## src/rtl/traffic_pkg.sv

```systemverilog
// Shared definitions for the intersection sequencer.
// TLEN_W must match the width of the shared timer's t_length input.
package traffic_pkg;

  localparam int TLEN_W = 5;

  typedef enum logic [2:0] {
    ALL_RED_A = 3'd0,
    NS_GREEN  = 3'd1,
    NS_YELLOW = 3'd2,
    ALL_RED_B = 3'd3,
    EW_GREEN  = 3'd4,
    EW_YELLOW = 3'd5,
    PED_WALK  = 3'd6
  } phase_t;

  localparam logic [TLEN_W-1:0] DEF_T_GREEN  = 5'd10;
  localparam logic [TLEN_W-1:0] DEF_T_YELLOW = 5'd3;
  localparam logic [TLEN_W-1:0] DEF_T_ALLRED = 5'd2;
  localparam logic [TLEN_W-1:0] DEF_T_WALK   = 5'd8;

endpackage

```

## src/rtl/traffic_light_ctrl_ped_req_latch.sv

```systemverilog
// Sticky pedestrian request flag.
// Ports: clk, reset (async, active-high), set (button), clear (walk served),
//        pending (request outstanding). A set on the same edge as a clear wins,
//        so a press coinciding with walk entry is not lost.
module ped_req_latch (
  input  logic clk,
  input  logic reset,
  input  logic set,
  input  logic clear,
  output logic pending
);

  always_ff @(posedge clk or posedge reset) begin
    if (reset) begin
      pending <= 1'b0;
    end else if (set) begin
      pending <= 1'b1;
    end else if (clear) begin
      pending <= 1'b0;
    end
  end

endmodule

```

## src/rtl/traffic_light_ctrl.sv

```systemverilog
// Intersection sequencer: steps NS/EW vehicle phases through green, yellow and
// all-red clearance, inserting a pedestrian walk on request. Drives the shared
// timer (t_start/t_length) and advances on its expiry (t_done).
// Ports:
//   clk, reset          clock, async active-high reset
//   car_ns, car_ew      vehicle presence (level), sampled only at phase end
//   ped_req             pedestrian button (pulse or level)
//   t_done, t_flicker   timer expiry / flicker from the shared timer
//   t_start, t_length   one-cycle timer start pulse and its duration
//   ns_*/ew_* lamps     one-hot per direction
//   ped_walk, ped_flash walk lamp and its end-of-walk flash
module traffic_light_ctrl
  import traffic_pkg::*;
#(
  parameter logic [TLEN_W-1:0] T_GREEN  = DEF_T_GREEN,
  parameter logic [TLEN_W-1:0] T_YELLOW = DEF_T_YELLOW,
  parameter logic [TLEN_W-1:0] T_ALLRED = DEF_T_ALLRED,
  parameter logic [TLEN_W-1:0] T_WALK   = DEF_T_WALK
) (
  input  logic              clk,
  input  logic              reset,
  input  logic              car_ns,
  input  logic              car_ew,
  input  logic              ped_req,
  input  logic              t_done,
  input  logic              t_flicker,
  output logic              t_start,
  output logic [TLEN_W-1:0] t_length,
  output logic              ns_red,
  output logic              ns_yellow,
  output logic              ns_green,
  output logic              ew_red,
  output logic              ew_yellow,
  output logic              ew_green,
  output logic              ped_walk,
  output logic              ped_flash
);

  phase_t state;
  phase_t next_phase;
  logic   ped_pending;
  logic   advance;
  logic   ped_clear;

  function automatic logic [TLEN_W-1:0] dur(input phase_t p);
    case (p)
      NS_GREEN, EW_GREEN:   dur = T_GREEN;
      NS_YELLOW, EW_YELLOW: dur = T_YELLOW;
      PED_WALK:             dur = T_WALK;
      default:              dur = T_ALLRED;
    endcase
  endfunction

  // A t_done seen while our own start pulse is still out belongs to the
  // previous timing run and must not advance the phase.
  assign advance = t_done & ~t_start;

  always_comb begin
    next_phase = ALL_RED_A;
    case (state)
      ALL_RED_A: next_phase = ped_pending ? PED_WALK : NS_GREEN;
      PED_WALK:  next_phase = NS_GREEN;
      NS_GREEN:  next_phase = (car_ew | ped_pending) ? NS_YELLOW : NS_GREEN;
      NS_YELLOW: next_phase = ALL_RED_B;
      ALL_RED_B: next_phase = EW_GREEN;
      EW_GREEN:  next_phase = (car_ns | ped_pending) ? EW_YELLOW : EW_GREEN;
      EW_YELLOW: next_phase = ALL_RED_A;
      default:   next_phase = ALL_RED_A;
    endcase
  end

  assign ped_clear = advance & (next_phase == PED_WALK);

  ped_req_latch u_ped_req_latch (
    .clk     (clk),
    .reset   (reset),
    .set     (ped_req),
    .clear   (ped_clear),
    .pending (ped_pending)
  );

  // Phase register: every entry (including re-entry of the same green)
  // reissues a start pulse and reloads the lamps from the new phase.
  always_ff @(posedge clk or posedge reset) begin
    if (reset) begin
      state     <= ALL_RED_A;
      t_start   <= 1'b1;
      t_length  <= T_ALLRED;
      ns_red    <= 1'b1;
      ns_yellow <= 1'b0;
      ns_green  <= 1'b0;
      ew_red    <= 1'b1;
      ew_yellow <= 1'b0;
      ew_green  <= 1'b0;
      ped_walk  <= 1'b0;
    end else if (advance) begin
      state     <= next_phase;
      t_start   <= 1'b1;
      t_length  <= dur(next_phase);
      ns_red    <= !(next_phase inside {NS_GREEN, NS_YELLOW});
      ns_yellow <= (next_phase == NS_YELLOW);
      ns_green  <= (next_phase == NS_GREEN);
      ew_red    <= !(next_phase inside {EW_GREEN, EW_YELLOW});
      ew_yellow <= (next_phase == EW_YELLOW);
      ew_green  <= (next_phase == EW_GREEN);
      ped_walk  <= (next_phase == PED_WALK);
    end else begin
      t_start   <= 1'b0;
    end
  end

  assign ped_flash = ped_walk & t_flicker;

endmodule

```

## config.mk

```make
export PLATFORM = sky130hd
export DESIGN_NAME = traffic_light_ctrl
export DESIGN_NICKNAME = d
export VERILOG_FILES = /design/src/rtl/traffic_pkg.sv /design/src/rtl/traffic_light_ctrl_ped_req_latch.sv /design/src/rtl/traffic_light_ctrl.sv
export SDC_FILE = /design/constraint.sdc
export NUM_CORES = 1
export LEC_CHECK = 0
export CORE_AREA = 2 2 47 49
export DETAILED_ROUTE_END_ITERATION = 8
export DIE_AREA = 0 0 49 51
export GPL_TIMING_DRIVEN = 0
export PLACE_DENSITY = 0.74
export SYNTH_ARGS = -nofsm -noshare
export SYNTH_HDL_FRONTEND = slang
export SYNTH_SLANG_ARGS = --single-unit
export TNS_END_PERCENT = 100
```

## constraint.sdc

```tcl
create_clock -name clk -period 2.14 [get_ports clk]
set_clock_uncertainty 0.2 [all_clocks]
set_input_delay 0.428 -clock clk [delete_from_list [all_inputs] [get_ports clk]]
set_output_delay 0.428 -clock clk [all_outputs]
set_load 0.02 [all_outputs]
```

==> After elaboration in Yosys (flattened, before gate mapping) <==
Cells that the tools add are included.
{ "totals": {"regBits": 17, "latch_bits": 0, "ram_bits": 0, "mem_bits_ro": 0, "inputBits": 7, "word_cells": 43, "memories": 0} }
{ "classes": {"addsub": 0, "mul": 0, "n_div": 0, "magnitude_cmp": 0, "n_eq_ne": 10, "shift": 0, "n_mux": 8, "bitwise_logic": 6, "reduce_logical": 8} }
{ "ops": {"columns": ["cell", "n"], "rows": [
  ["one-hot mux 3 bit (6 select lines)", 1],
  ["equality test 3 bit, second input constant", 5],
  ["one-hot mux 4 bit (3 select lines)", 1],
  ["equality test 3 x 2 -> 1 bit, second input constant", 3],
  ["equality test 3 x 1 -> 1 bit, second input constant", 2],
  ["nonzero test 2 bit", 3],
  ["2-to-1 mux 1 bit", 4],
  ["OR reduction 2 bit", 2],
  ["bitwise AND 1 bit", 3],
  ["logical NOT 3 bit", 1],
  ["2-to-1 mux 3 bit", 1],
  ["logical NOT 1 bit", 2],
  ["2-to-1 mux 2 bit", 1],
  ["bitwise OR 1 bit", 2],
  ["NOT 1 bit", 1]
]} }

==> Longest topological paths before layout <==
Gate-level depths: netlist (run 1).
{ "depth": {"word_depth": 7, "mapped_depth": 5, "depth_no_buf": 4} }

==> Cells and area by module <==
A second synthesis (run 1) with hierarchy kept.
{ "hier_totals": {"cells_unflattened": 73, "hier_area_um2": 699.4} }
{ "modules_own_cells": {"columns": ["mod", "n_inst", "cells_per_inst", "area_per_inst_um2", "seq_area_each_um2"], "rows": [
  ["traffic_light_ctrl", 1, 69, 659.4, 355.3],
  ["ped_req_latch", 1, 4, 40.0, 25.0]
]} }

==> Worst setup path before layout (run 1) <==
No wires, ideal clock.
{ "synth_timing": {"path_kind": "register to register", "start": "register t_start", "end": "register state[2]", "setup_time_ps": 126, "t_arrival_ps": 1335, "setup_slack_ps": 479, "path_stages_with_launch": 6, "path_buffers": 1, "synth_period_minus_slack_ps": 1661, "path_cell_list": "dfstp_2 > nand2b_1 > buf_4 > inv_4 > a21o_1 > a221o_1"} }
{ "synth_via": {"elab_chain_cells": 2} }
{ "synth_lines": {"columns": ["element", "line_no", "source"], "rows": [
  ["start: declaration", "traffic_light_ctrl.sv:27", "output logic t_start,"],
  ["start signal: assignment", "traffic_light_ctrl.sv:87", "t_start <= 1'b1;"],
  ["start signal: assignment", "traffic_light_ctrl.sv:98", "t_start <= 1'b1;"],
  ["start signal: assignment", "traffic_light_ctrl.sv:108", "t_start <= 1'b0;"],
  ["NOT 1 bit", "traffic_light_ctrl.sv:56", "assign advance = t_done & ~t_start;"],
  ["bitwise AND 1 bit", "traffic_light_ctrl.sv:56", null],
  ["named net advance", "traffic_light_ctrl.sv:42", "logic advance;"],
  ["end signal: assignment", "traffic_light_ctrl.sv:97", "state <= next_phase;"],
  ["end: declaration", "traffic_light_ctrl.sv:39", "phase_t state;"]
]} }
The timed path passes the listed nets, and every way through them passes these cells.
A chain may end at the register's enable or synchronous reset.

==> Worst setup path in the final report (run 1) <==
{ "layout_timing": {"start": "register ew_red", "end": "output port ew_red"} }
{ "layout_lines": {"columns": ["element", "line_no", "source"], "rows": [
  ["start: declaration", "traffic_light_ctrl.sv:32", "output logic ew_red,"],
  ["start signal: assignment", "traffic_light_ctrl.sv:103", "ew_red <= !(next_phase inside {EW_GREEN, EW_YELLOW});"]
]} }
No word-level cell between the ends.

==> impl_table.tex, run 1 <==
\begin{tabular}{lr}
\hline
Metric & Value \\
\hline
\multicolumn{2}{l}{\textbf{STA}} \\
Worst hold slack & 0.275 ns \\
Post-route fraction of the period consumed by the critical path & 95.0\% \\
Transition time of the tightest slew-check pin & 0.559 ns \\
Final Hold Viols & 0 \\
Unrepaired setup endpoints after global routing & no \\
Peak Freq & 492 MHz \\
Tmin final & 2.03 ns \\
Count of pins over their slew limit & 0 \\
Slew HR & 62.7\% \\
Final setup violation count & 0 \\
\multicolumn{2}{l}{\textbf{Outcome}} \\
Outcome & finished, final reports clean \\
\multicolumn{2}{l}{\textbf{Die}} \\
Die height & 51 um \\
Die Outline Area & 2500 um2 \\
Placeable Area & 2060 um2 \\
Horizontal die dimension & 49 um \\
Ports & 21 \\
Total number of placement rows & 17 \\
Initial Utilization & 40.6\% \\
\multicolumn{2}{l}{\textbf{Worst hold path}} \\
Worst Min Path Start & ew\_yellow \\
Min-delay worst type & reg2reg \\
\multicolumn{2}{l}{\textbf{Synthesis}} \\
Mux share of post-synthesis cell area & 5.22\% \\
Post-synth EDFFs & 0 \\
Flops \& latches, synth & 15 \\
Combinational family with the most area after synthesis & compound AO/OA/AOI/OAI gates \\
Share of flip-flops with an asynchronous set or reset after synthesis & 100\% \\
Syn. warnings & 0 \\
Most used flip-flop cell after synthesis & sky130\_fd\_sc\_hd\_\_dfrtp\_1 \\
Synth Instances & 76 \\
XOR/XNOR Fraction of Synth Area & 1.04\% \\
Cell Area, Synth & 838 um2 \\
Simple-gate portion of the synthesized area & 18.4\% \\
Compound-cell area share of the yosys netlist & 19.4\% \\
Synthesized area divided by synthesized cell count & 11.0 um2 \\
Area share of fa/ha/maj cells after synthesis & 0\% \\
Number of unique standard cell types used by synthesis & 42 \\
Sequential share of the synthesized area & 45.4\% \\
\multicolumn{2}{l}{\textbf{Critical path}} \\
Worst reg-to-reg setup slack & 0.49 ns \\
Slowest stage delay, CP & 0.59 ns \\
Buffers and inverters on the worst path & 1 \\
Critical Setup Path Class & reg2out \\
CP Launch Type & flop \\
Data arrival time at the worst-slack endpoint & 1.41 ns \\
Critical path's slowest cell & sky130\_fd\_sc\_hd\_\_clkdlybuf4s50\_1 \\
Capturing instance or port of the critical path & ew\_red \\
Reg2reg end & state[2] \\
Levels on crit path & 1 \\
Worst path cell trace & clkdlybuf4s50\_1 \\
Worst Reg2Reg Path Length in Cells & 5 \\
Biggest fanout along the worst timing path & 2 \\
Worst reg2reg startpoint & t\_start \\
Worst setup path startpoint & ew\_red \\
Crit. End Element & primary output \\
Family with the most delay on the worst path & buffers and inverters \\
Crit path required time & 1.51 ns \\
\multicolumn{2}{l}{\textbf{Route}} \\
Iteration-0 DRC Markers & 21 \\
Final ANT Viol Nets & 0 \\
Final wirelength & 1.55 mm \\
Via total after detailed routing & 629 \\
Number of optimization iterations in the first detailed-route pass & 4 \\
\# DRC & 0 \\
Wire length per cell after detailed routing & 12.2 um \\
Average via count per standard cell & 4.95 \\
\multicolumn{2}{l}{\textbf{Pwr}} \\
Sequential Power Share & 33.0\% \\
Static leakage & 0.000467 uW \\
Part of the power in combinational logic & 56.4\% \\
Power density normalized to cell area & 1390 nW/um2 \\
Net switching power of the design & 605 uW \\
Internal & 896 uW \\
Fraction of power consumed by the clock network & 10.6\% \\
Design Power & 1500 uW \\
Peak VDD IR & 804 uV \\
Switching share of total power & 40.3\% \\
\multicolumn{2}{l}{\textbf{GRT}} \\
Overflow left after global routing & 0 \\
First-pass GRT wire length & 2.55 mm \\
Vias in the first global route & 596 \\
Antenna violations before repair & 0 \\
Pin count of the biggest net entering global routing & 16 \\
GRT Util Overall & 13.5\% \\
\multicolumn{2}{l}{\textbf{Final layout}} \\
Diodes inserted & 0 \\
Most used cells in the layout excluding fill and tap cells & 17 x sky130\_fd\_sc\_hd\_\_clkdlybuf4s50\_1, 11 x sky130\_fd\_sc\_hd\_\_dfrtp\_1, 10 x sky130\_fd\_sc\_hd\_\_nand2\_1 \\
Area added between synthesis and finish & 29.1\% \\
Fraction of layout instances using a drive strength above 1 & 26.3\% \\
Post-layout instance count excluding filler cells & 127 \\
Number of nets in the finished design & 107 \\
Most common cell after layout, fill and taps aside & sky130\_fd\_sc\_hd\_\_clkdlybuf4s50\_1 \\
Final instance area & 1080 um2 \\
Share of the core filled with cells & 52.5\% \\
\# fillers & 204 \\
\multicolumn{2}{l}{\textbf{Placed design}} \\
Dpl cells & 123 \\
Placed instance area & 1060 um2 \\
Final weighted congestion in routability-driven placement & 0.791 \\
DP Wirelength & 1.14 mm \\
Count of buffers inserted at the top-level ports & 18 \\
\multicolumn{2}{l}{\textbf{Clocking}} \\
Worst-case clock buffer depth & 2 \\
H-Tree Level Count & 1 \\
Number of sinks driven by the clock tree & 15 \\
Clock insertion delay at the later pin of the skew report & 0.28 ns \\
Clock transition time at the flip-flop clock pins of the worst setup and hold paths & 0.08 ns \\
CTS tree & yes \\
\# hold bufs at CTS & 0 \\
CTS Root Cell & sky130\_fd\_sc\_hd\_\_clkbuf\_4 \\
Post-CTS Setup Bufs & 0 \\
Post-cts repair resize count & 1 \\
Number of buffers added by the clock tree synthesis step & 3 \\
\multicolumn{2}{l}{\textbf{Job}} \\
Maximum capacitance violations & 0 \\
\hline
\end{tabular}
[per-layer routing]
layer | GRT usage [%] | share of wire [%]
met1 | 15.6 | 44
met4 | 5.71 | 0.90
met3 | 2.63 | 2.6
met2 | 24.4 | 53
met5 | 0 | 0
[how the worst min path moves through the flow]
| stage | end | slack [ns] | cells past startpoint |
|---|---|---|---|
| 3_5_place_dp | ew_yellow | 0.27 | 2 |
| 3_3_place_gp | ew_yellow | 0.25 | 2 |
| 2_1_floorplan | ew_green | 0.13 | 1 |
| 6_report | ew_yellow | 0.27 | 2 |
| 5_1_grt | ew_green | 0.31 | 2 |
| 4_1_cts | ew_yellow | 0.29 | 2 |
[registers in the layout, summed over array words and instances, names as in the netlist]
register	flops
ns_yellow	1
ew_yellow	1
t_length	3
ns_green	1
ped_walk	1
ew_green	1
u_ped_req_latch.pending	1
t_start	1
ns_red	1
ew_red	1
state	3
[synth_stat cells (2+ instances only)]
cell type,instances,area (um2)
sky130_fd_sc_hd__nand2b_1,2,12.5
sky130_fd_sc_hd__mux2_2,3,33.8
sky130_fd_sc_hd__nand2_1,10,37.5
sky130_fd_sc_hd__buf_6,3,33.8
sky130_fd_sc_hd__inv_1,3,11.3
sky130_fd_sc_hd__dfrtp_1,11,275
sky130_fd_sc_hd__a21oi_1,2,10.0
sky130_fd_sc_hd__buf_4,4,30.0
sky130_fd_sc_hd__dfstp_2,4,105
sky130_fd_sc_hd__o41ai_1,2,17.5
[worst register-to-register path: cells and delay by family (launching register included)]
kind | cells | cell delay (ns)
compound gates | 2 | 0.48
flops | 1 | 0.53
simple gates | 1 | 0.09
buf+inv | 2 | 0.24
[cells by family after synthesis]
kind of cell    after synthesis
simple gates                 24
other cells                   1
buf+inv                      12
compound gates               19
flops                        15
xor+xnor                      1
mux                           4
[layout make-up]
cell class                 instances  area, um2  share of cell area [%]
buffer                             8       67.6                    6.24
clock buffer                       4       26.3                    2.43
inverter                           4       17.5                    1.62
multi-input combinational         50        377                    34.8
sequential                        15        380                    35.1
tap                               28       35.0                    3.24
timing repair buffer              18        179                    16.5
[power by group through the flow]
stage | Combinational, uW | Clock [uW] | Sequential (uW)
floorplan | 485 | 0 | 596
finish | 847 | 159 | 495
global route | 910 | 178 | 512
CTS | 854 | 164 | 497
detailed placement | 848 | 0 | 503
global placement | 835 | 0 | 496
[metrics by stage]
| stage | TNS, ns | setup WS, ns |
|---|---|---|
| 3_3_place_gp | -0.0671 | -0.0671 |
| 5_1_grt | 0 | 0.0674 |
| 6_report | 0 | 0.106 |
| 4_1_cts | 0 | 0.0921 |
| 2_1_floorplan | 0 | 0.479 |
| 3_5_place_dp | -0.0789 | -0.0789 |
Note: power is estimated with default switching activity, not from simulation.
==> run 2: changes to the inputs <==
--- a/config.mk
+++ b/config.mk
@@ -9,6 +9,7 @@
 export DETAILED_ROUTE_END_ITERATION = 8
 export DIE_AREA = 0 0 49 51
 export GPL_TIMING_DRIVEN = 0
+export MAX_ROUTING_LAYER = met4
 export PLACE_DENSITY = 0.74
 export SYNTH_ARGS = -nofsm -noshare
 export SYNTH_HDL_FRONTEND = slang
==> impl_table.tex, run 2 (same netlist as run 1, synthesis figures left out) <==
\begin{tabular}{lr}
\hline
Metric & Value \\
\hline
\multicolumn{2}{l}{\textbf{Outcome}} \\
Outcome & finished, final reports clean \\
\multicolumn{2}{l}{\textbf{Final layout}} \\
Diodes inserted & 0 \\
Share of the core filled with cells & 52.5\% \\
Biggest registers after layout & state x3, t\_length x3 \\
Post-layout instance count excluding filler cells & 127 \\
Area added between synthesis and finish & 29.1\% \\
Most common cell after layout, fill and taps aside & sky130\_fd\_sc\_hd\_\_clkdlybuf4s50\_1 \\
\# fillers & 204 \\
FF+latch area & 380 um2 \\
Number of nets in the finished design & 107 \\
Most used cells in the layout excluding fill and tap cells & 17 x sky130\_fd\_sc\_hd\_\_clkdlybuf4s50\_1, 11 x sky130\_fd\_sc\_hd\_\_dfrtp\_1, 10 x sky130\_fd\_sc\_hd\_\_nand2\_1 \\
Area of the multi-input gates & 377 um2 \\
Fraction of layout instances using a drive strength above 1 & 26.3\% \\
\multicolumn{2}{l}{\textbf{Route}} \\
\# DRC & 0 \\
Final ANT Viol Nets & 0 \\
Iteration-0 DRC Markers & 21 \\
Via total after detailed routing & 629 \\
Wire length per cell after detailed routing & 12.2 um \\
Final wirelength & 1.55 mm \\
Average via count per standard cell & 4.95 \\
Number of optimization iterations in the first detailed-route pass & 4 \\
\multicolumn{2}{l}{\textbf{Critical path}} \\
Worst reg-to-reg setup slack & 0.49 ns \\
Worst Reg2Reg Path Length in Cells & 5 \\
Crit. End Element & primary output \\
Crit path required time & 1.51 ns \\
Biggest fanout along the worst timing path & 2 \\
Critical Setup Path Class & reg2out \\
Data arrival time at the worst-slack endpoint & 1.41 ns \\
Worst setup path startpoint & ew\_red \\
Critical path's slowest cell & sky130\_fd\_sc\_hd\_\_clkdlybuf4s50\_1 \\
Buffers and inverters on the worst path & 1 \\
Reg2reg end & state[2] \\
CP Launch Type & flop \\
Worst path cell trace & clkdlybuf4s50\_1 \\
Family with the most delay on the worst path & buffers and inverters \\
Slowest stage delay, CP & 0.59 ns \\
Worst reg2reg startpoint & t\_start \\
\multicolumn{2}{l}{\textbf{Die}} \\
Ports & 21 \\
Total number of placement rows & 17 \\
Die height & 51 um \\
Die Outline Area & 2500 um2 \\
Placeable Area & 2060 um2 \\
Initial Utilization & 40.6\% \\
Horizontal die dimension & 49 um \\
\multicolumn{2}{l}{\textbf{Clocking}} \\
H-Tree Level Count & 1 \\
Clock transition time at the flip-flop clock pins of the worst setup and hold paths & 0.08 ns \\
Post-CTS Setup Bufs & 0 \\
Number of buffers added by the clock tree synthesis step & 3 \\
Post-cts repair resize count & 1 \\
CTS Root Cell & sky130\_fd\_sc\_hd\_\_clkbuf\_4 \\
\# hold bufs at CTS & 0 \\
CTS tree & yes \\
Number of sinks driven by the clock tree & 15 \\
Clock insertion delay at the later pin of the skew report & 0.28 ns \\
Worst-case clock buffer depth & 2 \\
\multicolumn{2}{l}{\textbf{Placed design}} \\
Dpl cells & 123 \\
Minimum setup slack after placement & -0.0789 ns \\
Final weighted congestion in routability-driven placement & 0.803 \\
DP Wirelength & 1.14 mm \\
Count of buffers inserted at the top-level ports & 18 \\
\multicolumn{2}{l}{\textbf{STA}} \\
Tmin final & 2.03 ns \\
Post-route fraction of the period consumed by the critical path & 95.0\% \\
Final setup violation count & 0 \\
Aggregate negative setup slack & 0 ns \\
Unrepaired setup endpoints after global routing & no \\
Count of pins over their slew limit & 0 \\
Final Hold Viols & 0 \\
Transition time of the tightest slew-check pin & 0.559 ns \\
Final critical-path setup slack & 0.106 ns \\
Peak Freq & 492 MHz \\
Slew HR & 62.7\% \\
\multicolumn{2}{l}{\textbf{GRT}} \\
Vias in the first global route & 593 \\
First-pass GRT wire length & 2.55 mm \\
Antenna violations before repair & 0 \\
GRT Util Overall & 13.9\% \\
Overflow left after global routing & 0 \\
Pin count of the biggest net entering global routing & 16 \\
\multicolumn{2}{l}{\textbf{Job}} \\
Maximum capacitance violations & 0 \\
\multicolumn{2}{l}{\textbf{Worst hold path}} \\
End of the worst hold path & ew\_yellow \\
Cell depth of the worst hold path & 2 \\
Worst Min Path Start & ew\_yellow \\
Min-delay worst type & reg2reg \\
\multicolumn{2}{l}{\textbf{Pwr}} \\
Static leakage & 0.000467 uW \\
Power density normalized to cell area & 1390 nW/um2 \\
Peak VDD IR & 804 uV \\
\hline
\end{tabular}
## run 2: layer usage
metal	wire, um	up-vias	GRT usage, %
met5	0	-	-
met2	815	11	24.4
met3	41	2	2.63
met1	677	302	15.6
li1	-	314	-
met4	14	0	5.71
## run 2: worst max path at each step
| stage | to | slack [ns] | cells after the start |
|---|---|---|---|
| 2_1_floorplan | state[2] | 0.48 | 5 |
| 3_3_place_gp | ped_flash | -0.07 | 3 |
| 3_5_place_dp | ped_flash | -0.08 | 3 |
| 4_1_cts | ns_red | 0.09 | 1 |
| 5_1_grt | ns_red | 0.07 | 1 |
| 6_report | ew_red | 0.11 | 1 |
## run 2: per-stage QoR
| step | total power, uW | instance area, um2 | hold slack, ns |
|---|---|---|---|
| floorplan | 1080 | 842 | 0.127 |
| global route | 1600 | 1080 | 0.311 |
| CTS | 1520 | 1080 | 0.285 |
| global placement | 1330 | 1060 | 0.250 |
| finish | 1500 | 1080 | 0.275 |
| detailed placement | 1350 | 1060 | 0.265 |
## run 2: cell type report
type | instances | area share (%)
flip-flops and latches | 15 | 35.1
multi-input cells | 50 | 34.8
repair buffers | 18 | 16.5
plain buffers | 8 | 6.24
well taps | 28 | 3.24
clock buffers | 4 | 2.43
inverters | 4 | 1.62
## run 2: power breakdown
part / switching, uW / internal (uW)
Sequential: 80.3 / 415
Combinational: 438 / 409
Clock: 86.9 / 72.3
==> run 3: changes to the inputs <==
--- a/config.mk
+++ b/config.mk
@@ -5,13 +5,14 @@
 export SDC_FILE = /design/constraint.sdc
 export NUM_CORES = 1
 export LEC_CHECK = 0
-export CORE_AREA = 2 2 47 49
+export CORE_AREA = 2 2 43 45
 export DETAILED_ROUTE_END_ITERATION = 8
-export DIE_AREA = 0 0 49 51
+export DIE_AREA = 0 0 45 47
 export GPL_TIMING_DRIVEN = 0
 export MAX_ROUTING_LAYER = met4
-export PLACE_DENSITY = 0.74
+export PLACE_DENSITY = 0.78
 export SYNTH_ARGS = -nofsm -noshare
 export SYNTH_HDL_FRONTEND = slang
+export SYNTH_HIERARCHICAL = 1
 export SYNTH_SLANG_ARGS = --single-unit
 export TNS_END_PERCENT = 100
==> impl_table.tex, run 3 <==
\begin{tabular}{lr}
\hline
Metric & Value \\
\hline
\multicolumn{2}{l}{\textbf{Outcome}} \\
Outcome & finished, final reports clean \\
\multicolumn{2}{l}{\textbf{STA}} \\
Count of pins over their slew limit & 0 \\
Tmin final & 2.09 ns \\
Post-route fraction of the period consumed by the critical path & 97.5\% \\
Peak Freq & 479 MHz \\
Slew HR & 64.1\% \\
Worst hold slack & 0.115 ns \\
Transition time of the tightest slew-check pin & 0.538 ns \\
Aggregate negative setup slack & 0 ns \\
Unrepaired setup endpoints after global routing & no \\
Final setup violation count & 0 \\
Final Hold Viols & 0 \\
\multicolumn{2}{l}{\textbf{Critical path}} \\
Crit. End Element & flop \\
CP Launch Type & flop \\
Crit path required time & 2.15 ns \\
Data arrival time at the worst-slack endpoint & 2.10 ns \\
Slowest stage delay, CP & 0.56 ns \\
Biggest fanout along the worst timing path & 4 \\
Critical path's slowest cell & sky130\_fd\_sc\_hd\_\_or4b\_4 \\
Critical Setup Path Class & reg2reg \\
Worst path cell trace & buf\_6 -> or3\_4 -> a221o\_1 -> or4b\_4 -> nand3\_2 \\
\multicolumn{2}{l}{\textbf{Synthesis}} \\
Cell Area, Synth & 699 um2 \\
Ranking of synthesized cells by instance count & 16 x sky130\_fd\_sc\_hd\_\_nand2\_1, 11 x sky130\_fd\_sc\_hd\_\_dfrtp\_1, 4 x sky130\_fd\_sc\_hd\_\_dfstp\_2, 4 x sky130\_fd\_sc\_hd\_\_inv\_1, 4 x sky130\_fd\_sc\_hd\_\_nor2\_1 \\
Synth Instances & 73 \\
Synthesized area divided by synthesized cell count & 9.58 um2 \\
Post-synth EDFFs & 0 \\
Flops \& latches, synth & 15 \\
Syn. warnings & 6 \\
Most used flip-flop cell after synthesis & sky130\_fd\_sc\_hd\_\_dfrtp\_1 \\
Fraction of post-synthesis cell area in the top cell type by area & 39.4\% \\
Sequential share of the synthesized area & 54.4\% \\
Number of unique standard cell types used by synthesis & 30 \\
Ranking of synthesized cells by area & sky130\_fd\_sc\_hd\_\_dfrtp\_1 39\%, sky130\_fd\_sc\_hd\_\_dfstp\_2 15\%, sky130\_fd\_sc\_hd\_\_nand2\_1 8.6\% \\
Most numerous cell in the Yosys netlist & sky130\_fd\_sc\_hd\_\_nand2\_1 \\
Yosys top cell by area & sky130\_fd\_sc\_hd\_\_dfrtp\_1 \\
Share of flip-flops with an asynchronous set or reset after synthesis & 100\% \\
\multicolumn{2}{l}{\textbf{Final layout}} \\
Final instance area & 983 um2 \\
Biggest registers after layout & state x3, t\_length x3 \\
Most common cell after layout, fill and taps aside & sky130\_fd\_sc\_hd\_\_clkdlybuf4s50\_1 \\
Most used cells in the layout excluding fill and tap cells & 16 x sky130\_fd\_sc\_hd\_\_clkdlybuf4s50\_1, 15 x sky130\_fd\_sc\_hd\_\_nand2\_1, 11 x sky130\_fd\_sc\_hd\_\_dfrtp\_1 \\
Diodes inserted & 0 \\
Area of the multi-input gates & 288 um2 \\
Number of nets in the finished design & 108 \\
Post-layout instance count excluding filler cells & 117 \\
\# fillers & 151 \\
Area added between synthesis and finish & 40.6\% \\
FF+latch area & 380 um2 \\
Fraction of layout instances using a drive strength above 1 & 22.0\% \\
\multicolumn{2}{l}{\textbf{Route}} \\
Final wirelength & 1.68 mm \\
\# DRC & 0 \\
Average via count per standard cell & 5.32 \\
Final ANT Viol Nets & 0 \\
Via total after detailed routing & 622 \\
Wire length per cell after detailed routing & 14.3 um \\
Number of optimization iterations in the first detailed-route pass & 4 \\
Iteration-0 DRC Markers & 18 \\
\multicolumn{2}{l}{\textbf{Placed design}} \\
Placed instance area & 905 um2 \\
Dpl cells & 109 \\
Final weighted congestion in routability-driven placement & 0.792 \\
DP Wirelength & 1.09 mm \\
Count of buffers inserted at the top-level ports & 18 \\
\multicolumn{2}{l}{\textbf{Pwr}} \\
Peak VDD IR & 612 uV \\
Power density normalized to cell area & 1370 nW/um2 \\
Static leakage & 0.000468 uW \\
Design Power & 1350 uW \\
\multicolumn{2}{l}{\textbf{Clocking}} \\
Worst-case clock buffer depth & 2 \\
Clock insertion delay at the later pin of the skew report & 0.28 ns \\
Number of sinks driven by the clock tree & 15 \\
Clock transition time at the flip-flop clock pins of the worst setup and hold paths & 0.10 ns \\
H-Tree Level Count & 1 \\
Number of buffers added by the clock tree synthesis step & 3 \\
CTS Root Cell & sky130\_fd\_sc\_hd\_\_clkbuf\_4 \\
\# hold bufs at CTS & 0 \\
CTS tree & yes \\
\multicolumn{2}{l}{\textbf{Die}} \\
Initial Utilization & 42.3\% \\
Die Outline Area & 2120 um2 \\
Placeable Area & 1650 um2 \\
Ports & 21 \\
Die height & 47 um \\
Horizontal die dimension & 45 um \\
Total number of placement rows & 15 \\
\multicolumn{2}{l}{\textbf{GRT}} \\
First-pass GRT wire length & 2.49 mm \\
Antenna violations before repair & 0 \\
Overflow left after global routing & 0 \\
GRT Util Overall & 17.2\% \\
Vias in the first global route & 567 \\
Pin count of the biggest net entering global routing & 15 \\
\multicolumn{2}{l}{\textbf{Job}} \\
Maximum capacitance violations & 0 \\
\multicolumn{2}{l}{\textbf{Worst hold path}} \\
Min-delay worst type & in2async \\
\hline
\end{tabular}
-- run 3: changes by cell type in the layout (fill, tap and decap cells not counted), sizes merged, moves of 2 or more --
cell | before | now
nor2 | 2 | 4
o21ai | 1 | 3
nand2 | 10 | 16
a211oi | 2 | 0
nor3 | 2 | 0
o41ai | 3 | 0
a221oi | 0 | 2
mux2 | 3 | 0
-- run 3: what timing repair did --
| item | in CTS | in global routing |
|---|---|---|
| buffers inserted | 1 | 4 |
| setup endpoints to repair | 4 | 2 |
| cloned | 0 | 0 |
| pin swaps | 1 | 3 |
| gates resized for setup | 5 | 3 |
-- run 3: power by group --
part / leakage [uW] / internal [uW] / switching (uW)
Sequential: 0.000179 / 397 / 76.9
Combinational: 0.000274 / 353 / 356
Clock: 0.0000150 / 72.2 / 92.3
-- run 3: cells by family (layout without fill, tap and decap cells) --
kind of cell	Yosys count	in the layout	synth area share, %
AOI/OAI and AO/OA	15	15	15.6
other	1	2	0.536
DFF	15	15	54.4
buffers and inverters	11	37	8.05
and+or+nand+nor	31	31	21.5
-- run 3: worst paths after layout --
path	cells after the start	endpoint	start	slack [ns]
hold / removal	2	u_ped_req_latch/pending	reset	0.11
min in group clk	2	ew_yellow	ew_yellow	0.30
max in group asynchronous	2	t_length[1]	reset	1.05
hold reg to reg	2	ew_yellow	ew_yellow	0.30
setup reg to reg	5	t_length[0]	state[1]	0.05
setup / recovery	5	t_length[0]	state[1]	0.05
-- run 3: routing by layer --
layer / global-route usage, % / vias up / wire, um
met5: - / - / 0
met4: 7.06 / 0 / 12
met3: 3.46 / 2 / 73
met2: 24.9 / 19 / 831
met1: 23.4 / 306 / 760
li1: - / 295 / -
-- run 3: worst max-delay path: cells and delay by family (launching register included) --
family / cells / cell delay (ns)
AO/OA/AOI/OAI: 1 / 0.32
AND/OR/NAND/NOR: 3 / 0.99
flip-flops: 1 / 0.39
buffers and inverters: 1 / 0.12
-- run 3: through the flow --
step                setup WS [ns]  utilization [%]
floorplan                   0.120                -
detailed placement         -0.366             54.8
CTS                        0.0205             57.3
finish                     0.0531             59.5
global placement           -0.344             54.8
global route              0.00741             59.5
-- run 3: final cells by class --
class	instances	share of cell area [%]
Sequential cell	15	38.7
Multi-Input combinational cell	48	29.3
Timing Repair Buffer	23	21.9
Buffer	5	3.44
Clock buffer	4	2.67
Tap cell	17	2.16
Inverter	5	1.91
